==> config.mk <==
export PLATFORM = sky130hd
export DESIGN_NAME = ro_freq_meter
export DESIGN_NICKNAME = d
export VERILOG_FILES = /design/src/rtl/ro_freq_meter_pkg.sv /design/src/rtl/ro_sync_edge.sv /design/src/rtl/ro_freq_meter.sv
export SDC_FILE = /design/constraint.sdc
export NUM_CORES = 1
export LEC_CHECK = 0
export ABC_CLOCK_PERIOD_IN_PS = 4800
export CAP_MARGIN = 20
export CELL_PAD_IN_SITES_DETAIL_PLACEMENT = 0
export CELL_PAD_IN_SITES_GLOBAL_PLACEMENT = 1
export CORE_MARGIN = 2
export CORE_UTILIZATION = 44
export DETAILED_ROUTE_END_ITERATION = 10
export PLACE_DENSITY_LB_ADDON = 0.1
export SETUP_SLACK_MARGIN = 0.4
export SKIP_LAST_GASP = 1
export SYNTH_ARGS = -nofsm -noshare
export SYNTH_HDL_FRONTEND = slang
export SYNTH_SLANG_ARGS = --single-unit
==> constraint.sdc <==
create_clock -name clk -period 4.8 [get_ports clk]
set_clock_uncertainty 0.15 [all_clocks]
set_input_delay 0.72 -clock clk [delete_from_list [all_inputs] [get_ports clk]]
set_output_delay 0.72 -clock clk [all_outputs]
set_load 0.005 [all_outputs]
==> src/rtl/ro_freq_meter_pkg.sv <==
// Shared types and constants for the ring-oscillator frequency meter.
// The state encoding matches the tile's clock-source selector.
package ro_freq_meter_pkg;

  localparam int unsigned GATE_LOG2_W = 5;
  localparam int unsigned ARM_CYCLES  = 3;
  localparam int unsigned ARM_CNT_W   = 2;

  typedef enum logic [1:0] {
    IDLE = 2'd0,
    ARM  = 2'd1,
    GATE = 2'd2
  } meter_state_e;

  // Limit the requested gate exponent to the largest supported one.
  function automatic logic [GATE_LOG2_W-1:0] clamp_gate(
    input logic [GATE_LOG2_W-1:0] g,
    input int unsigned            gmax
  );
    if (32'(g) > gmax) return GATE_LOG2_W'(gmax);
    return g;
  endfunction

endpackage

==> src/rtl/ro_sync_edge.sv <==
// Two-flop synchroniser followed by a rising-edge detector.
// rise_c is combinational from the last two flops.
module ro_sync_edge (
  input  logic clk,
  input  logic rst,
  input  logic d_in,
  output logic rise_c
);

  logic s1_q, s2_q, s3_q;
  logic s1_d, s2_d, s3_d;

  always_comb begin
    s1_d = d_in;
    s2_d = s1_q;
    s3_d = s2_q;
  end

  always_ff @(posedge clk) begin
    if (rst) begin
      s1_q <= 1'b0;
      s2_q <= 1'b0;
      s3_q <= 1'b0;
    end else begin
      s1_q <= s1_d;
      s2_q <= s2_d;
      s3_q <= s3_d;
    end
  end

  assign rise_c = s2_q & ~s3_q;

endmodule

==> src/rtl/ro_freq_meter.sv <==
// Multi-channel ring-oscillator frequency meter: counts synchronised rising
// edges of one selected oscillator over a 2^g clk-cycle gate window.
module ro_freq_meter
  import ro_freq_meter_pkg::*;
#(
  parameter int unsigned N_CH     = 8,
  parameter int unsigned CNT_W    = 16,
  parameter int unsigned GATE_MAX = 20
) (
  input  logic                       clk,
  input  logic                       rst,
  input  logic [N_CH-1:0]            osc_in,
  input  logic [$clog2(N_CH)-1:0]    ch_sel,
  input  logic [GATE_LOG2_W-1:0]     gate_log2,
  input  logic                       cont,
  input  logic                       start,
  output logic                       busy,
  output logic                       done,
  output logic [CNT_W-1:0]           count,
  output logic                       overflow
);

  localparam int unsigned CH_W   = $clog2(N_CH);
  localparam int unsigned GATE_W = GATE_MAX + 1;

  meter_state_e           state_q, state_d;
  logic [CH_W-1:0]        ch_q, ch_d;
  logic [GATE_LOG2_W-1:0] g_q, g_d;
  logic [ARM_CNT_W-1:0]   arm_q, arm_d;
  logic [GATE_W-1:0]      gcnt_q, gcnt_d;
  logic [CNT_W-1:0]       ecnt_q, ecnt_d;
  logic                   run_ovf_q, run_ovf_d;
  logic                   busy_q, busy_d;
  logic                   done_q, done_d;
  logic [CNT_W-1:0]       count_q, count_d;
  logic                   overflow_q, overflow_d;

  logic                   osc_sel;
  logic                   rise_c;
  logic [GATE_W-1:0]      gate_term;
  logic [CNT_W-1:0]       ecnt_inc;
  logic                   ovf_inc;

  assign osc_sel = osc_in[ch_q];

  ro_sync_edge u_sync (
    .clk    (clk),
    .rst    (rst),
    .d_in   (osc_sel),
    .rise_c (rise_c)
  );

  // Last gate cycle index; g_q never exceeds GATE_MAX so this cannot wrap.
  assign gate_term = (GATE_W'(1) << g_q) - GATE_W'(1);

  // Saturating edge count including this cycle's edge.
  always_comb begin
    ecnt_inc = ecnt_q;
    ovf_inc  = run_ovf_q;
    if (rise_c) begin
      if (&ecnt_q) ovf_inc = 1'b1;
      else         ecnt_inc = ecnt_q + CNT_W'(1);
    end
  end

  always_comb begin
    state_d    = state_q;
    ch_d       = ch_q;
    g_d        = g_q;
    arm_d      = arm_q;
    gcnt_d     = gcnt_q;
    ecnt_d     = ecnt_q;
    run_ovf_d  = run_ovf_q;
    done_d     = 1'b0;
    count_d    = count_q;
    overflow_d = overflow_q;

    case (state_q)
      IDLE: begin
        if (start) begin
          ch_d    = ch_sel;
          g_d     = clamp_gate(gate_log2, GATE_MAX);
          arm_d   = '0;
          state_d = ARM;
        end
      end
      ARM: begin
        ecnt_d    = '0;
        run_ovf_d = 1'b0;
        gcnt_d    = '0;
        arm_d     = arm_q + ARM_CNT_W'(1);
        if (arm_q == ARM_CNT_W'(ARM_CYCLES - 1)) state_d = GATE;
      end
      GATE: begin
        ecnt_d    = ecnt_inc;
        run_ovf_d = ovf_inc;
        gcnt_d    = gcnt_q + GATE_W'(1);
        if (gcnt_q == gate_term) begin
          count_d    = ecnt_inc;
          overflow_d = ovf_inc;
          done_d     = 1'b1;
          ecnt_d     = '0;
          run_ovf_d  = 1'b0;
          gcnt_d     = '0;
          arm_d      = '0;
          if (cont) begin
            // Same channel needs no resync flush, so gating restarts at once.
            ch_d    = ch_sel;
            g_d     = clamp_gate(gate_log2, GATE_MAX);
            state_d = (ch_sel == ch_q) ? GATE : ARM;
          end else begin
            state_d = IDLE;
          end
        end
      end
      default: state_d = IDLE;
    endcase

    busy_d = (state_d != IDLE);
  end

  always_ff @(posedge clk) begin
    if (rst) begin
      state_q    <= IDLE;
      ch_q       <= '0;
      g_q        <= '0;
      arm_q      <= '0;
      gcnt_q     <= '0;
      ecnt_q     <= '0;
      run_ovf_q  <= 1'b0;
      busy_q     <= 1'b0;
      done_q     <= 1'b0;
      count_q    <= '0;
      overflow_q <= 1'b0;
    end else begin
      state_q    <= state_d;
      ch_q       <= ch_d;
      g_q        <= g_d;
      arm_q      <= arm_d;
      gcnt_q     <= gcnt_d;
      ecnt_q     <= ecnt_d;
      run_ovf_q  <= run_ovf_d;
      busy_q     <= busy_d;
      done_q     <= done_d;
      count_q    <= count_d;
      overflow_q <= overflow_d;
    end
  end

  assign busy     = busy_q;
  assign done     = done_q;
  assign count    = count_q;
  assign overflow = overflow_q;

endmodule

Yosys cells after proc, flatten, opt, wreduce, memory -nomap -nowiden. Index checks and enable logic that the tools add are counted. Widths: inputs -> output; s select.

Register bits after elaboration: 72. Input bits: 20. Output and inout port bits: 19. Logic and storage cells: 81.

Add/subtract/negate cells: 4. Order comparisons: 2. Eq/ne operators: 8. Shifts and indexed selects: 1. Mux-type cells: 39. Bitwise operators: 3. Reduce and logical (&&, ||, !) cells: 10.

Operators by type and width (count): $mux 16 (3); $pmux 21 s2 (1); $pmux 16 s2 (1); $mux 5 (6); $add 21x1->21 const B (1); $eq 21x21->1 (1); $mux 21 (1); $shl 1x5->21 const A (1); $sub 21x2->21 const B (1); $add 16x1->16 const B (1); $reduce_and 16->1 (1); $mux 2 (7); $pmux 2 s3 (2); $mux 1 (11); $pmux 5 s2 (1); $mux 3 (3); $ne 2x2->1 const B (3); $pmux 3 s2 (1); $reduce_bool 2->1 (3); $gt 5x5->1 const B (1); $eq 2x2->1 const B (2); $lt 3x4->1 const B (1); $reduce_and 4->1 (1); $bmux 1 s3 (1); 11 further kinds (12).

Logic depth before layout (Yosys ltp). Gate-level depths: netlist (run 1).

Word-level depth: 9. Mapped depth: 17. Depth with buffers taken out: 11.

Cells and area by module. A second synthesis (run 1) with hierarchy kept.

Cells, all modules: 591. Area, all modules: 4863.4 um^2.

Modules (own cells, without submodules): ro_freq_meter (instances 1, cells an instance 584, area each 4775.8 um^2, sequential area each 1381.3 um^2); ro_sync_edge (instances 1, cells an instance 7, area each 87.6 um^2, sequential area each 60.1 um^2).

Worst setup path before layout (run 1). No wires, ideal clock.

Path kind: reg-to-reg. Start point: register g_q[1]. End point: register ecnt_q[2]. Library setup time: 117 ps. Arrival: 3633 ps. Data required time: 4533 ps. Path slack: 900 ps. Stages on the path, launching flop included: 15. Period minus slack after synthesis: 3900 ps. Cells stage by stage: dfxtp_1 -> buf_6 -> nor3_1 -> nand3_1 -> ha_1 -> buf_2 -> or3_1 -> o31a_1 -> and3_1 -> a311o_1 -> or4_4 -> o21ai_4 -> buf_6 -> o21ai_1 -> a32o_1.

Cells in the longest elaborated chain, start to end: 5.

RTL lines: start: declaration (RTL line ro_freq_meter.sv:28) `logic [GATE_LOG2_W-1:0] g_q, g_d;`; start signal: assignment (RTL line ro_freq_meter.sv:138) `g_q <= g_d;`; $shl 1x5->21 (RTL line ro_freq_meter.sv:54) `assign gate_term = (GATE_W'(1) << g_q) - GATE_W'(1);`; $sub 21x2->21 (RTL line ro_freq_meter.sv:54); $eq 21x21->1 (RTL line ro_freq_meter.sv:98) `if (gcnt_q == gate_term) begin`; $mux 16 (RTL line ro_freq_meter.sv:98); $pmux 16 s2 (RTL line ro_freq_meter.sv:78) `case (state_q)`; end signal: assignment (RTL line ro_freq_meter.sv:141) `ecnt_q <= ecnt_d;`; end: declaration (RTL line ro_freq_meter.sv:31) `logic [CNT_W-1:0] ecnt_q, ecnt_d;`.

Every way passes these cells. A chain may end at the register's enable or synchronous reset.

Worst setup path after layout (run 1).
Start point: register g_q[3]. End point: register busy_q (netlist: busy).

Cells in the longest elaborated chain, start to end: 6.

RTL lines: $shl 1x5->21 (RTL line ro_freq_meter.sv:54); $sub 21x2->21 (RTL line ro_freq_meter.sv:54); $eq 21x21->1 (RTL line ro_freq_meter.sv:98); $mux 2 (RTL line ro_freq_meter.sv:98); $pmux 2 s3 (RTL line ro_freq_meter.sv:78); $reduce_bool 2->1 (RTL line ro_freq_meter.sv:119) `busy_d = (state_d != IDLE);`; end signal: assignment (RTL line ro_freq_meter.sv:143) `busy_q <= busy_d;`; end: declaration (RTL line ro_freq_meter.sv:33) `logic busy_q, busy_d;`.

Every way passes these cells.

==> key figures, run 1 <==
Run
  – MaxCap Viol Count: 0

Yosys
  – Syn_area_per_cell: 8.091 sq um
  – Synth area leader: dfxtp_1
  – Cell area after synthesis: 4733 sq um
  – Top-area cell type share of the netlist area: 0.3045
  – Sequential share of the synthesized area: 0.3045
  – Synth top area cells: dfxtp_1, nand3_1, nor2_1, a21oi_1, nand2_1
  – FFs w/ async S/R, synth: 0
  – Synth warn: 0
  – Syn Nets: 613
  – Synth cell types: 75
  – #FFs+latches synth: 72
  – Gate Count Post-Synth: 585
  – Synth Flop Type: dfxtp_1
  – Post-synth EDFFs: 0

Clock network
  – Reg clk slew, reported paths: 80 ps
  – CTS Sinks: 72
  – CTS root buf: clkbuf_8
  – CTS tree: built
  – Later-pin clock latency in the skew report: 360 ps
  – Bufs on Longest Clock Path: 2
  – Depth of the CTS H-tree: 3
  – Cts bufs inserted: 9

Routing
  – Via/cell ratio: 6.024
  – Residual DRC count: 0
  – DRT iter0 DRCs: 255
  – ANT nets after route: 0
  – DRT Wirelength: 12,570 um
  – Detailed-router iteration count before antenna repair: 5
  – Via count: 4,500
  – DR WL/cell: 16.83 um

Power and ir drop
  – Seq pwr share: 0.436
  – Psw: 419.6 uW
  – PwrDens: 261.2 nW/um^2
  – Clock share of power: 0.358
  – Power Internal: 988.1 uW
  – Comb power frac: 0.206
  – Total Power: 1408 uW
  – Switching part of the total: 0.2981
  – Leakage: 0.001838 uW
  – Peak supply drop: 0.2205 mV

Timing
  – Final Max Tran Viols: 0
  – Final hold vios: 0
  – FMAX: 243.7 MHz
  – Tcrit/Tclk final: 0.8549
  – RSZ-0062 raised after global routing: no
  – Slew margin rel.: 0.5034
  – TNS Setup: 0 ps
  – Worst slew pin tran: 742.2 ps
  – Fin crit period: 4103 ps
  – # setup viols final: 0
  – Setup slack after layout: 696.6 ps

Placement
  – Detailed Place HPWL: 8904 um
  – GP Congestion: 0.8570
  – Buffers on Ports: 38
  – DP Worst Slack: 686.2 ps

Worst setup path
  – CP startpoint kind: flop
  – Kind of critical path: flop to flop
  – Worst R2R Start: g_q[3]
  – CP Data Required Time: 4920 ps
  – RR Endpoint: busy
  – Worst R2R Setup Slack: 700 ps
  – Worst Path Arrival: 4220 ps
  – CP endpoint kind: flop
  – Crit Path Max Fanout: 29
  – Worst reg2reg path depth: 12

Floorplanning
  – Initial Util: 0.4564
  – Die width: 107.7 um
  – IO Pins: 39
  – Die area: 11,600 sq um
  – Row count: 37
  – Chip height: 107.7 um
  – Core outline area: 10,370 sq um

Global route
  – Largest net degree at the start of global routing: 38
  – Vias in the first global route: 4,084
  – First-pass GRT wire length: 20,910 um
  – Global route overflow: 0
  – All-Layer GR Usage: 0.2275
  – Initial antenna violation count: 0

Cells and area
  – Ant diodes: 0
  – Area Overhead vs Synth: 13.88%
  – Nets@finish: 635
  – Fin util: 0.5198
  – Commonest cells after routing, fill and taps aside: dfxtp_1, nor2_1, nand2_1
  – Fill count: 1,041
  – Share of cells above drive strength 1: 0.08511
  – Most common cell after layout, fill and taps aside: dfxtp_1

Outcome
  – Outcome: finished, final reports clean

Worst hold path
  – HP Class: flop to flop
  – Hold Path End: u_sync.s2_q
  – Hold Path Depth: 1
  – Hold_sp: u_sync.s1_q
-- cell usage after synthesis, types with 13 or more instances --
master    instances
a211oi_1         20
a21oi_1          33
and3_1           22
buf_2            13
clkbuf_1         23
dfxtp_1          72
inv_1            19
nand2_1          41
nand3_1          39
nor2_1           50
o21ai_0          20
xor2_1           15
-- state kept, by name (all words and copies together) (netlist names) --
| name | flops |
|---|---|
| gcnt_q | 21 |
| count | 16 |
| ecnt_q | 16 |
| g_q | 5 |
| ch_q | 3 |
| arm_q | 2 |
| state_q | 2 |
| busy | 1 |
| done | 1 |
| overflow | 1 |
| run_ovf_q | 1 |
| u_sync.s1_q | 1 |
| u_sync.s2_q | 1 |
| u_sync.s3_q | 1 |
-- final cells by class --
class | count | area [sq um] | share of cell area
sequential | 72 | 1441 | 0.2674
clock inverter | 4 | 53.80 | 0.009981
clock buffer | 11 | 151.4 | 0.02809
tap | 136 | 170.2 | 0.03157
timing repair buffer | 54 | 495.5 | 0.09192
multi-input combinational | 450 | 3003 | 0.5571
inverter | 20 | 75.07 | 0.01393
-- critical path, cell delays in order, from the launching register on --
cell,delay (ps)
dfxtp_1,390
nor2_1,360
nand2_1,110
ha_1,350
or3_1,410
o31a_1,280
and3_1,170
a311o_1,350
or4_4,630
nor3_4,130
buf_4,340
nand2_1,90
a311oi_1,260
-- what timing repair did --
item,CTS,global route
setup endpoints to repair,0,2
gates resized for setup,0,1
endpoints found under the hold margin,0,0
hold buffers,0,0
setup buffers,0,0
-- through the flow --
stage	hold WS, ps	std cells	area [sq um]
after floorplan	263.8	585	4733
after global placement	298.2	732	5180
after detailed placement	290.5	732	5180
after CTS	311.5	747	5385
after global routing	326.6	747	5390
final	306.4	747	5390
-- power by group through the flow --
stage	Sequential, uW	Combinational [uW]	Clock [uW]
2_1_floorplan	625	211	0
4_1_cts	614	286	524
3_5_place_dp	628	285	0
6_report	614	290	504
3_3_place_gp	627	282	0
5_1_grt	615	316	546
-- cells by family after synthesis --
| logic type | synth area share |
|---|---|
| fa+ha+maj | 0.02115 |
| compound gates | 0.2551 |
| simple gates | 0.2821 |
| flops | 0.3045 |
| mux | 0.03066 |
| xor+xnor | 0.04441 |
| buf+inv | 0.06212 |
-- worst max-delay path by stage --
stage	from	to	slack, ps
floorplan	g_q[1]	ecnt_q[2]	900
global placement	g_q[1]	gcnt_q[19]	770
detailed placement	g_q[1]	busy	690
CTS	g_q[1]	busy	660
global route	g_q[3]	count[1]	430
finish	g_q[3]	busy	700
-- routing by layer --
layer	vias to the layer above	global-route usage	share of wire	routed length [um]
met2	114	0.3450	0.44	5541
met5	-	0	0	0
met3	20	0.04540	0.057	718
met4	0	0.07143	0.019	245
li1	2237	-	-	-
met1	2129	0.3233	0.48	6068
Note: power is estimated with default switching activity, not from simulation.
==> run 2: changes to the inputs <==
SLEW_MARGIN = 10   (was default)
==> results of run 2 <==
Final layout, timing and power as in run 1 (identical DEF).
